==> src/rtl/shuffle_ctrl.sv <==
// shuffle_ctrl
//
// Sequencing controller for the 3-parallel data shuffler that sits between
// radix-3 FFT stages. It tracks the commutation phase, steers the three
// output-lane muxes, enables the delay buffers and regenerates the valid and
// start-of-frame markers at the shuffler output. All controller state moves
// on the rising edge of clk. The lane buffers capture on the falling edge, so
// the selects are already stable half a cycle before they are used.
//
// Parameters
//   D       delay depth per lane in groups (commutation period P = 3*D), D >= 1
//   CNT_W   phase counter width
//   FILL_W  fill / start-of-frame counter width
//
// Ports
//   clk        in   clock, rising edge
//   rst_n      in   asynchronous active-low reset
//   in_valid   in   a 3-sample group is on the shuffler inputs
//   in_sof     in   that group starts a frame (only meaningful with in_valid)
//   buf_en     out  buffer enable, combinationally equal to in_valid
//   sel0..2    out  source-lane select for output lanes 0..2 (registered)
//   out_valid  out  shuffler output group valid (registered)
//   out_sof    out  shuffler output group starts a frame (registered)
//   err_sync   out  one-cycle pulse on a frame sync violation (registered)

module shuffle_ctrl #(
    parameter int D      = 4,
    parameter int CNT_W  = $clog2(3*D),
    parameter int FILL_W = $clog2(2*D+1)
) (
    input  logic       clk,
    input  logic       rst_n,
    input  logic       in_valid,
    input  logic       in_sof,
    output logic       buf_en,
    output logic [1:0] sel0,
    output logic [1:0] sel1,
    output logic [1:0] sel2,
    output logic       out_valid,
    output logic       out_sof,
    output logic       err_sync
);

    localparam logic [CNT_W-1:0]  CNT_LAST  = CNT_W'(3*D - 1);
    localparam logic [CNT_W-1:0]  PH1_START = CNT_W'(D);
    localparam logic [CNT_W-1:0]  PH2_START = CNT_W'(2*D);
    localparam logic [FILL_W-1:0] FILL_FULL = FILL_W'(2*D);
    localparam logic [FILL_W-1:0] SOF_LAST  = FILL_W'(1);

    logic [CNT_W-1:0]  cnt_q, cnt_d;
    logic [FILL_W-1:0] fcnt_q, fcnt_d;
    logic [FILL_W-1:0] sofcnt_q, sofcnt_d;
    logic [1:0]        sel0_q, sel0_d;
    logic [1:0]        sel1_q, sel1_d;
    logic [1:0]        sel2_q, sel2_d;
    logic              out_valid_q, out_valid_d;
    logic              out_sof_q, out_sof_d;
    logic              err_sync_q, err_sync_d;

    logic [CNT_W-1:0]  ce;
    logic [1:0]        ph;

    // A start-of-frame forces the group onto phase position 0, whatever the
    // running counter says.
    always_comb begin
        ce = in_sof ? '0 : cnt_q;
        if (ce < PH1_START) begin
            ph = 2'd0;
        end else if (ce < PH2_START) begin
            ph = 2'd1;
        end else begin
            ph = 2'd2;
        end
    end

    always_comb begin
        cnt_d       = cnt_q;
        fcnt_d      = fcnt_q;
        sofcnt_d    = sofcnt_q;
        sel0_d      = sel0_q;
        sel1_d      = sel1_q;
        sel2_d      = sel2_q;
        out_valid_d = 1'b0;
        out_sof_d   = 1'b0;
        err_sync_d  = 1'b0;

        if (in_valid) begin
            cnt_d = (ce == CNT_LAST) ? '0 : ce + CNT_W'(1);

            if (fcnt_q != FILL_FULL) begin
                fcnt_d = fcnt_q + FILL_W'(1);
            end

            // A new sof always restarts the frame countdown; any out_sof still
            // pending from the previous frame is abandoned.
            if (in_sof) begin
                sofcnt_d = FILL_FULL;
            end else if (sofcnt_q != '0) begin
                sofcnt_d = sofcnt_q - FILL_W'(1);
            end

            // Output lane k takes input lane (k + ph) mod 3.
            case (ph)
                2'd0: begin
                    sel0_d = 2'd0;
                    sel1_d = 2'd1;
                    sel2_d = 2'd2;
                end
                2'd1: begin
                    sel0_d = 2'd1;
                    sel1_d = 2'd2;
                    sel2_d = 2'd0;
                end
                default: begin
                    sel0_d = 2'd2;
                    sel1_d = 2'd0;
                    sel2_d = 2'd1;
                end
            endcase

            out_valid_d = (fcnt_q == FILL_FULL);
            out_sof_d   = ~in_sof & (sofcnt_q == SOF_LAST);
            // Misalignment and frame overlap share one pulse.
            err_sync_d  = in_sof & ((cnt_q != '0) | (sofcnt_q != '0));
        end
    end

    always_ff @(posedge clk or negedge rst_n) begin
        if (!rst_n) begin
            cnt_q       <= '0;
            fcnt_q      <= '0;
            sofcnt_q    <= '0;
            sel0_q      <= 2'd0;
            sel1_q      <= 2'd1;
            sel2_q      <= 2'd2;
            out_valid_q <= 1'b0;
            out_sof_q   <= 1'b0;
            err_sync_q  <= 1'b0;
        end else begin
            cnt_q       <= cnt_d;
            fcnt_q      <= fcnt_d;
            sofcnt_q    <= sofcnt_d;
            sel0_q      <= sel0_d;
            sel1_q      <= sel1_d;
            sel2_q      <= sel2_d;
            out_valid_q <= out_valid_d;
            out_sof_q   <= out_sof_d;
            err_sync_q  <= err_sync_d;
        end
    end

    assign buf_en    = in_valid;
    assign sel0      = sel0_q;
    assign sel1      = sel1_q;
    assign sel2      = sel2_q;
    assign out_valid = out_valid_q;
    assign out_sof   = out_sof_q;
    assign err_sync  = err_sync_q;

endmodule

==> config.mk <==
export PLATFORM = sky130hd
export DESIGN_NAME = shuffle_ctrl
export DESIGN_NICKNAME = d
export VERILOG_FILES = /design/src/rtl/shuffle_ctrl.sv
export SDC_FILE = /design/constraint.sdc
export NUM_CORES = 1
export LEC_CHECK = 0
export CORE_AREA = 2 2 54 46
export DETAILED_ROUTE_END_ITERATION = 10
export DIE_AREA = 0 0 56 48
export PLACE_DENSITY = 0.69
export SLEW_MARGIN = 20
export SYNTH_ARGS = -nofsm -noshare
export SYNTH_HDL_FRONTEND = slang
export SYNTH_SLANG_ARGS = --single-unit
==> constraint.sdc <==
create_clock -name clk -period 1.4 [get_ports clk]
set_input_delay 0.14 -clock clk [delete_from_list [all_inputs] [get_ports clk]]
set_output_delay 0.14 -clock clk [all_outputs]
set_load 0.005 [all_outputs]
==> out/summary.txt, run 1 <==
Area Growth Syn to Fin: 38.3%
Adder-Cell Fraction of Synth Area: 0.0805
Slew HR: 0.790
Critical path peak fanout: 3
Tmin final: 1.52 ns
N_diodes: 0
Async SR Flop Fraction: 1.00
Post-DP HPWL: 1.33 mm
Bufs on Longest Clock Path: 2
Placement Setup Slack: -0.177 ns
XOR/XNOR Fraction of Synth Area: 0.0282
Synth top area share: 0.456
Max cap viols: 0
Avg Cell Area, Syn: 9.71 sq um
RSZ-0062 raised after global routing: true
Post-Synthesis Net Count: 106
Final worst slack: -0.119 ns
First-pass GRT wire length: 3.20 mm
CP Launch Type: flip-flop
Gr ovfl total: 0
Clock transition at the registers of the reported paths: 0.10 ns
Final Setup Violations: 4
Fmax: 658 MHz
Die area: 0.00269 sq mm
VDD IR max: 982 uV
Largest net degree at the start of global routing: 14
Worst setup EP type: flip-flop
Initial Util: 0.443
Via/cell ratio: 5.11
Primary FF master, synth: dfrtp_1
Most common cell after layout, fill and taps aside: buf_4
CTS Hold Buffers Added: 0
Synth Warn #: 0
Fin nets: 137
Number of global-route vias before repair: 717
Yosys cell types: 31
Synth area leader: dfrtp_1
Main combinational cell family by area after synthesis: simple AND/OR/NAND/NOR gates
Worst-Skew Late Latency: 0.30 ns
FF+latch count, synth: 18
GRT Total Usage: 0.164
Clock sink count: 18
TritonCTS buffer count: 3
Share of layout cells above drive strength 1: 0.286
Simple-Gate Fraction of Synth Area: 0.177
DRT antenna net count: 0
Failing checks: negative setup slack
DRT Pass-1 Iters: 4
Placer Congestion: 0.753
P per Cell Area: 1660 mW/mm^2
R2r setup slk: -0.12 ns
Synth Area in Compound Gates: 0.128
Kind of critical path: flip-flop to flip-flop
Standby leakage power: 0.595 nW
Buffers on Ports: 13
DP Area: 0.00116 sq mm
Placeable Area: 0.00210 sq mm
Status: finished with violations
Post-synthesis cell count: 96
Row Count: 15
Post-synthesis mux area share: 0.0242
Most frequent cells in the layout: 20 x buf_4, 17 x dfrtp_1, 10 x nor2_1, 10 x nand2_1, 10 x clkdlybuf4s50_1
CTS tree: built
Drt total wl: 1.96 mm
Die span in x: 56 um
Clk root buf: clkbuf_4
Fin. Hold Viols: 0
Synth area leaders: dfrtp_1 46%, ha_1 8.1%, nand2_1 4.4%
Antenna violations before repair: 0
Worst Path Arrival: 1.73 ns
Post-synth EDFFs: 0
H-tree depth: 1
DRC violations left: 0
Final instance area: 0.00129 sq mm
Worst min path class: input pin to async pin
Drt wl/cell: 13.0 um
Via Count: 772
IO Count: 14
Synth Cell Area: 932 sq um
Initial DRC count: 15
Max-slew violation count: 0
Slew @ Worst Pin: 0.314 ns
WP data required: 1.61 ns
Sequential area share after synthesis: 0.485
Vert. Die Dim: 48 um
Clock skew: 0.00347 ns
Fin crit share: 1.09
-- cell usage after synthesis, drive strengths merged, types with 2 or more instances --
| cell type | instances |
|---|---|
| dfrtp | 17 |
| nand2 | 11 |
| nor2 | 10 |
| inv | 8 |
| o21ai | 7 |
| a21oi | 6 |
| buf | 6 |
| ha | 6 |
| mux2 | 2 |
| nand3b | 2 |
| nor3 | 2 |
| xnor2 | 2 |
-- cells by family after synthesis --
group / after synthesis
buf+inv: 15
mux: 2
compound gates: 19
simple gates: 33
fa+ha+maj: 6
flops: 18
xor+xnor: 3
-- stage by stage --
stage,cells,hold slack (ns),util,total power [mW],setup TNS (ns)
finish,151,0.0849,0.613,2.14,-0.261
CTS,148,0.0990,0.583,2.02,-0.141
detailed placement,141,0.427,0.550,1.64,-0.353
global placement,141,0.422,0.550,1.59,-0.142
global route,151,0.103,0.613,2.31,-0.451
floorplan,96,-0.156,-,1.27,-0.0804
-- area by class of cell --
| type | instances | area, sq um |
|---|---|---|
| Fill cell | 174 | 813 |
| Timing Repair Buffer | 33 | 280 |
| Clock buffer | 4 | 36.3 |
| Tap cell | 25 | 31.3 |
| Sequential cell | 18 | 452 |
| Inverter | 8 | 30.0 |
| Multi-Input combinational cell | 63 | 459 |
-- path summary, 6_finish.rpt --
| check | to | from | depth (start not counted) |
|---|---|---|---|
| hold reg to reg | fcnt_q[3]$_DFFE_PN0P_ | fcnt_q[3]$_DFFE_PN0P_ | 1 |
| hold / removal | cnt_q[0]$_DFFE_PN0P_ | rst_n | 1 |
| setup reg to reg | sofcnt_q[1]$_DFFE_PN0P_ | sofcnt_q[0]$_DFFE_PN0P_ | 5 |
| max in group asynchronous | fcnt_q[0]$_DFFE_PN0P_ | rst_n | 2 |
| setup / recovery | sofcnt_q[1]$_DFFE_PN0P_ | sofcnt_q[0]$_DFFE_PN0P_ | 5 |
| min in group clk | fcnt_q[3]$_DFFE_PN0P_ | in_valid | 3 |
-- state kept, by name, indices dropped and copies added (netlist names) --
| signal | flops |
|---|---|
| sel2 | 1 |
| sel0 | 1 |
| sel1 | 1 |
| err_sync | 1 |
| out_valid | 1 |
| out_sof | 1 |
| cnt_q | 4 |
| sofcnt_q | 4 |
| fcnt_q | 4 |
-- routing by layer --
layer	track usage	vias to the layer above	wire length (um)	share of wire
li1	-	384	-	-
met1	0.197	357	884	0.45
met2	0.271	22	905	0.46
met3	0.0595	9	106	0.054
met4	0.0857	0	62	0.032
met5	0	-	0	0
-- power by group --
group | switching, mW | total [mW] | internal (mW)
sequential | 0.145 | 0.832 | 0.688
combinational | 0.428 | 0.986 | 0.558
clock | 0.164 | 0.323 | 0.159
total | 0.736 | 2.14 | 1.40
-- repair_timing --
action	CTS	global route
resized for setup	7	9
buffers inserted	3	3
setup endpoints to repair	5	7
-- worst max-delay path: stages, from the launching register on --
cell and delay, ns:
dfrtp_1 0.40, inv_2 0.09, ha_4 0.13, or3b_4 0.38, or3_4 0.36, o311ai_4 0.07
Note: power is estimated with default switching activity, not from simulation.
==> run 2, diff against run 1 <==
--- a/config.mk
+++ b/config.mk
@@ -8,7 +8,9 @@
 export CORE_AREA = 2 2 54 46
 export DETAILED_ROUTE_END_ITERATION = 10
 export DIE_AREA = 0 0 56 48
-export PLACE_DENSITY = 0.69
+export MAX_ROUTING_LAYER = met4
+export PLACE_DENSITY = 0.74
+export SKIP_LAST_GASP = 1
 export SLEW_MARGIN = 20
 export SYNTH_ARGS = -nofsm -noshare
 export SYNTH_HDL_FRONTEND = slang
==> out/summary.txt, run 2 (synthesis gave the netlist of run 1 again) <==
Status: finished with violations
Failing checks: negative setup slack
Fmax: 670 MHz (+1.8%)
Max cap viols: 0 (unchanged)
Area Growth Syn to Fin: 37.6%
Worst setup EP type: flip-flop
N_diodes: 0 (unchanged)
Final Setup Violations: 2 (-2)
Clock skew: 0.00266 ns (-0.000812 ns)
Tmin final: 1.49 ns (-0.0274 ns)
Worst Path Arrival: 1.68 ns (-0.05 ns)
Slew HR: 0.812 (+0.0217)
Placeable Area: 0.00210 sq mm (unchanged)
Via/cell ratio: 4.96 (-3.1%)
Standby leakage power: 0.596 nW (+0.21%)
Crit path launch: sofcnt_q[0]$_DFFE_PN0P_
TritonCTS buffer count: 3 (unchanged)
GRT Total Usage: 0.176 (+0.0121)
P per Cell Area: 1630 mW/mm^2 (-1.7%)
Drt total wl: 1.99 mm (+1.4%)
DRT antenna net count: 0 (unchanged)
FF-to-FF path depth: 5 (unchanged)
Initial Util: 0.443 (unchanged)
Fillers: 170 (-2.3%)
Kind of critical path: flip-flop to flip-flop
Top Registers: cnt_q (4), fcnt_q (4), sofcnt_q (4)
Number of global-route vias before repair: 735 (+2.5%)
Final worst slack: -0.0917 ns (+0.0274 ns)
DRT Pass-1 Iters: 4 (unchanged)
Reg2Reg Launch Point: sofcnt_q[0]$_DFFE_PN0P_
Clock sink count: 18 (unchanged)
Post-DP HPWL: 1.39 mm (+5.1%)
Gr ovfl total: 0 (unchanged)
DP Area: 0.00117 sq mm (+1.3%)
Die area: 0.00269 sq mm (unchanged)
Vert. Die Dim: 48 um (unchanged)
Reg-to-reg endpoint: sofcnt_q[0]$_DFFE_PN0P_
Via Count: 773 (+0.13%)
Clk root buf: clkbuf_4
Bufs on Longest Clock Path: 2 (unchanged)
CTS Hold Buffers Added: 0 (unchanged)
Fin crit share: 1.07 (-0.0195)
Antenna violations before repair: 0 (unchanged)
Fin nets: 142 (+3.6%)
Final instance area: 0.00128 sq mm (-0.49%)
Most common cell after layout, fill and taps aside: buf_4
Share of layout cells above drive strength 1: 0.282 (-0.00327)
Clock transition at the registers of the reported paths: 0.10 ns (about the same)
Row Count: 15 (unchanged)
Most frequent cells in the layout: 25 x buf_4, 17 x dfrtp_1, 10 x nor2_1, 10 x nand2_1, 10 x clkdlybuf4s50_1
WP data required: 1.59 ns (-0.02 ns)
Placer Congestion: 0.806 (+7.1%)
Worst-Skew Late Latency: 0.29 ns (about the same)
CTS tree: built
R2r setup slk: -0.09 ns (+0.03 ns)
CP Launch Type: flip-flop
H-tree depth: 1 (unchanged)
Initial DRC count: 7 (-8)
IO Count: 14 (unchanged)
VDD IR max: 1160 uV (+18%)
Max-slew violation count: 0 (unchanged)
Critical Path Sink: sofcnt_q[0]$_DFFE_PN0P_
Buffers on Ports: 13 (unchanged)
Final core utilization: 0.610 (-0.00298)
DRC violations left: 0 (unchanged)
Die span in x: 56 um (unchanged)
Largest net degree at the start of global routing: 19 (+5)
Slew @ Worst Pin: 0.279 ns (-0.0342 ns)
Power, Total: 2.09 mW (-2.2%)
Worst min path class: input pin to async pin
Critical path peak fanout: 4 (+1)
First-pass GRT wire length: 3.35 mm (+4.5%)
RSZ-0062 raised after global routing: true
Drt wl/cell: 12.7 um (-1.9%)
Fin. Hold Viols: 0 (unchanged)
## run 2: repair_timing
action | CTS | global route
setup endpoints to repair | 5 | 8
pin swaps | 1 | 1
buffers inserted | 5 | 4
gates resized for setup | 8 | 3
cloned | 0 | 0
## run 2: worst max-delay path, cell delays in order, from the launching register on
cell,delay (ns)
dfrtp_1,0.40
inv_2,0.09
ha_4,0.13
or3b_4,0.39
buf_4,0.15
a32o_1,0.23
## run 2: cell type report
cell class | instances | area (sq um) | area share
sequential | 18 | 452 | 0.352
clock buffer | 4 | 26.3 | 0.0205
inverter | 8 | 30.0 | 0.0234
multi-input combinational | 63 | 429 | 0.335
tap | 25 | 31.3 | 0.0244
timing repair buffer | 38 | 314 | 0.245
## run 2: how the worst min path moves through the flow
stage	start	to	slack, ns	cells past startpoint
after global placement	fcnt_q[3]$_DFFE_PN0P_	fcnt_q[3]$_DFFE_PN0P_	0.46	1
after detailed placement	rst_n	sofcnt_q[1]$_DFFE_PN0P_	0.49	2
after floorplan	rst_n	cnt_q[0]$_DFFE_PN0P_	-0.16	0
after global routing	rst_n	sofcnt_q[2]$_DFFE_PN0P_	0.15	2
after CTS	rst_n	sofcnt_q[2]$_DFFE_PN0P_	0.16	2
final	rst_n	sofcnt_q[2]$_DFFE_PN0P_	0.16	2
## run 2: where the power goes
| part | switching [mW] | internal [mW] |
|---|---|---|
| registers | 0.143 | 0.688 |
| clock network | 0.150 | 0.111 |
| logic | 0.419 | 0.582 |
| total | 0.713 | 1.38 |
## run 2: layer usage
layer | wire length [um] | track usage | up-vias
li1 | - | - | 398
met1 | 909 | 0.200 | 352
met2 | 951 | 0.306 | 21
met3 | 105 | 0.0568 | 2
met4 | 20 | 0.0571 | 0
met5 | 0 | - | -
## run 2: through the flow
step | setup TNS, ns | hold slack, ns | instances | setup WS [ns]
after floorplan | -0.0804 | -0.156 | 96 | -0.0804
after global placement | -0.0561 | 0.462 | 143 | -0.0489
after detailed placement | -0.143 | 0.487 | 143 | -0.108
after CTS | -0.200 | 0.158 | 152 | -0.120
after global routing | -0.326 | 0.154 | 156 | -0.144
final | -0.183 | 0.165 | 156 | -0.0917
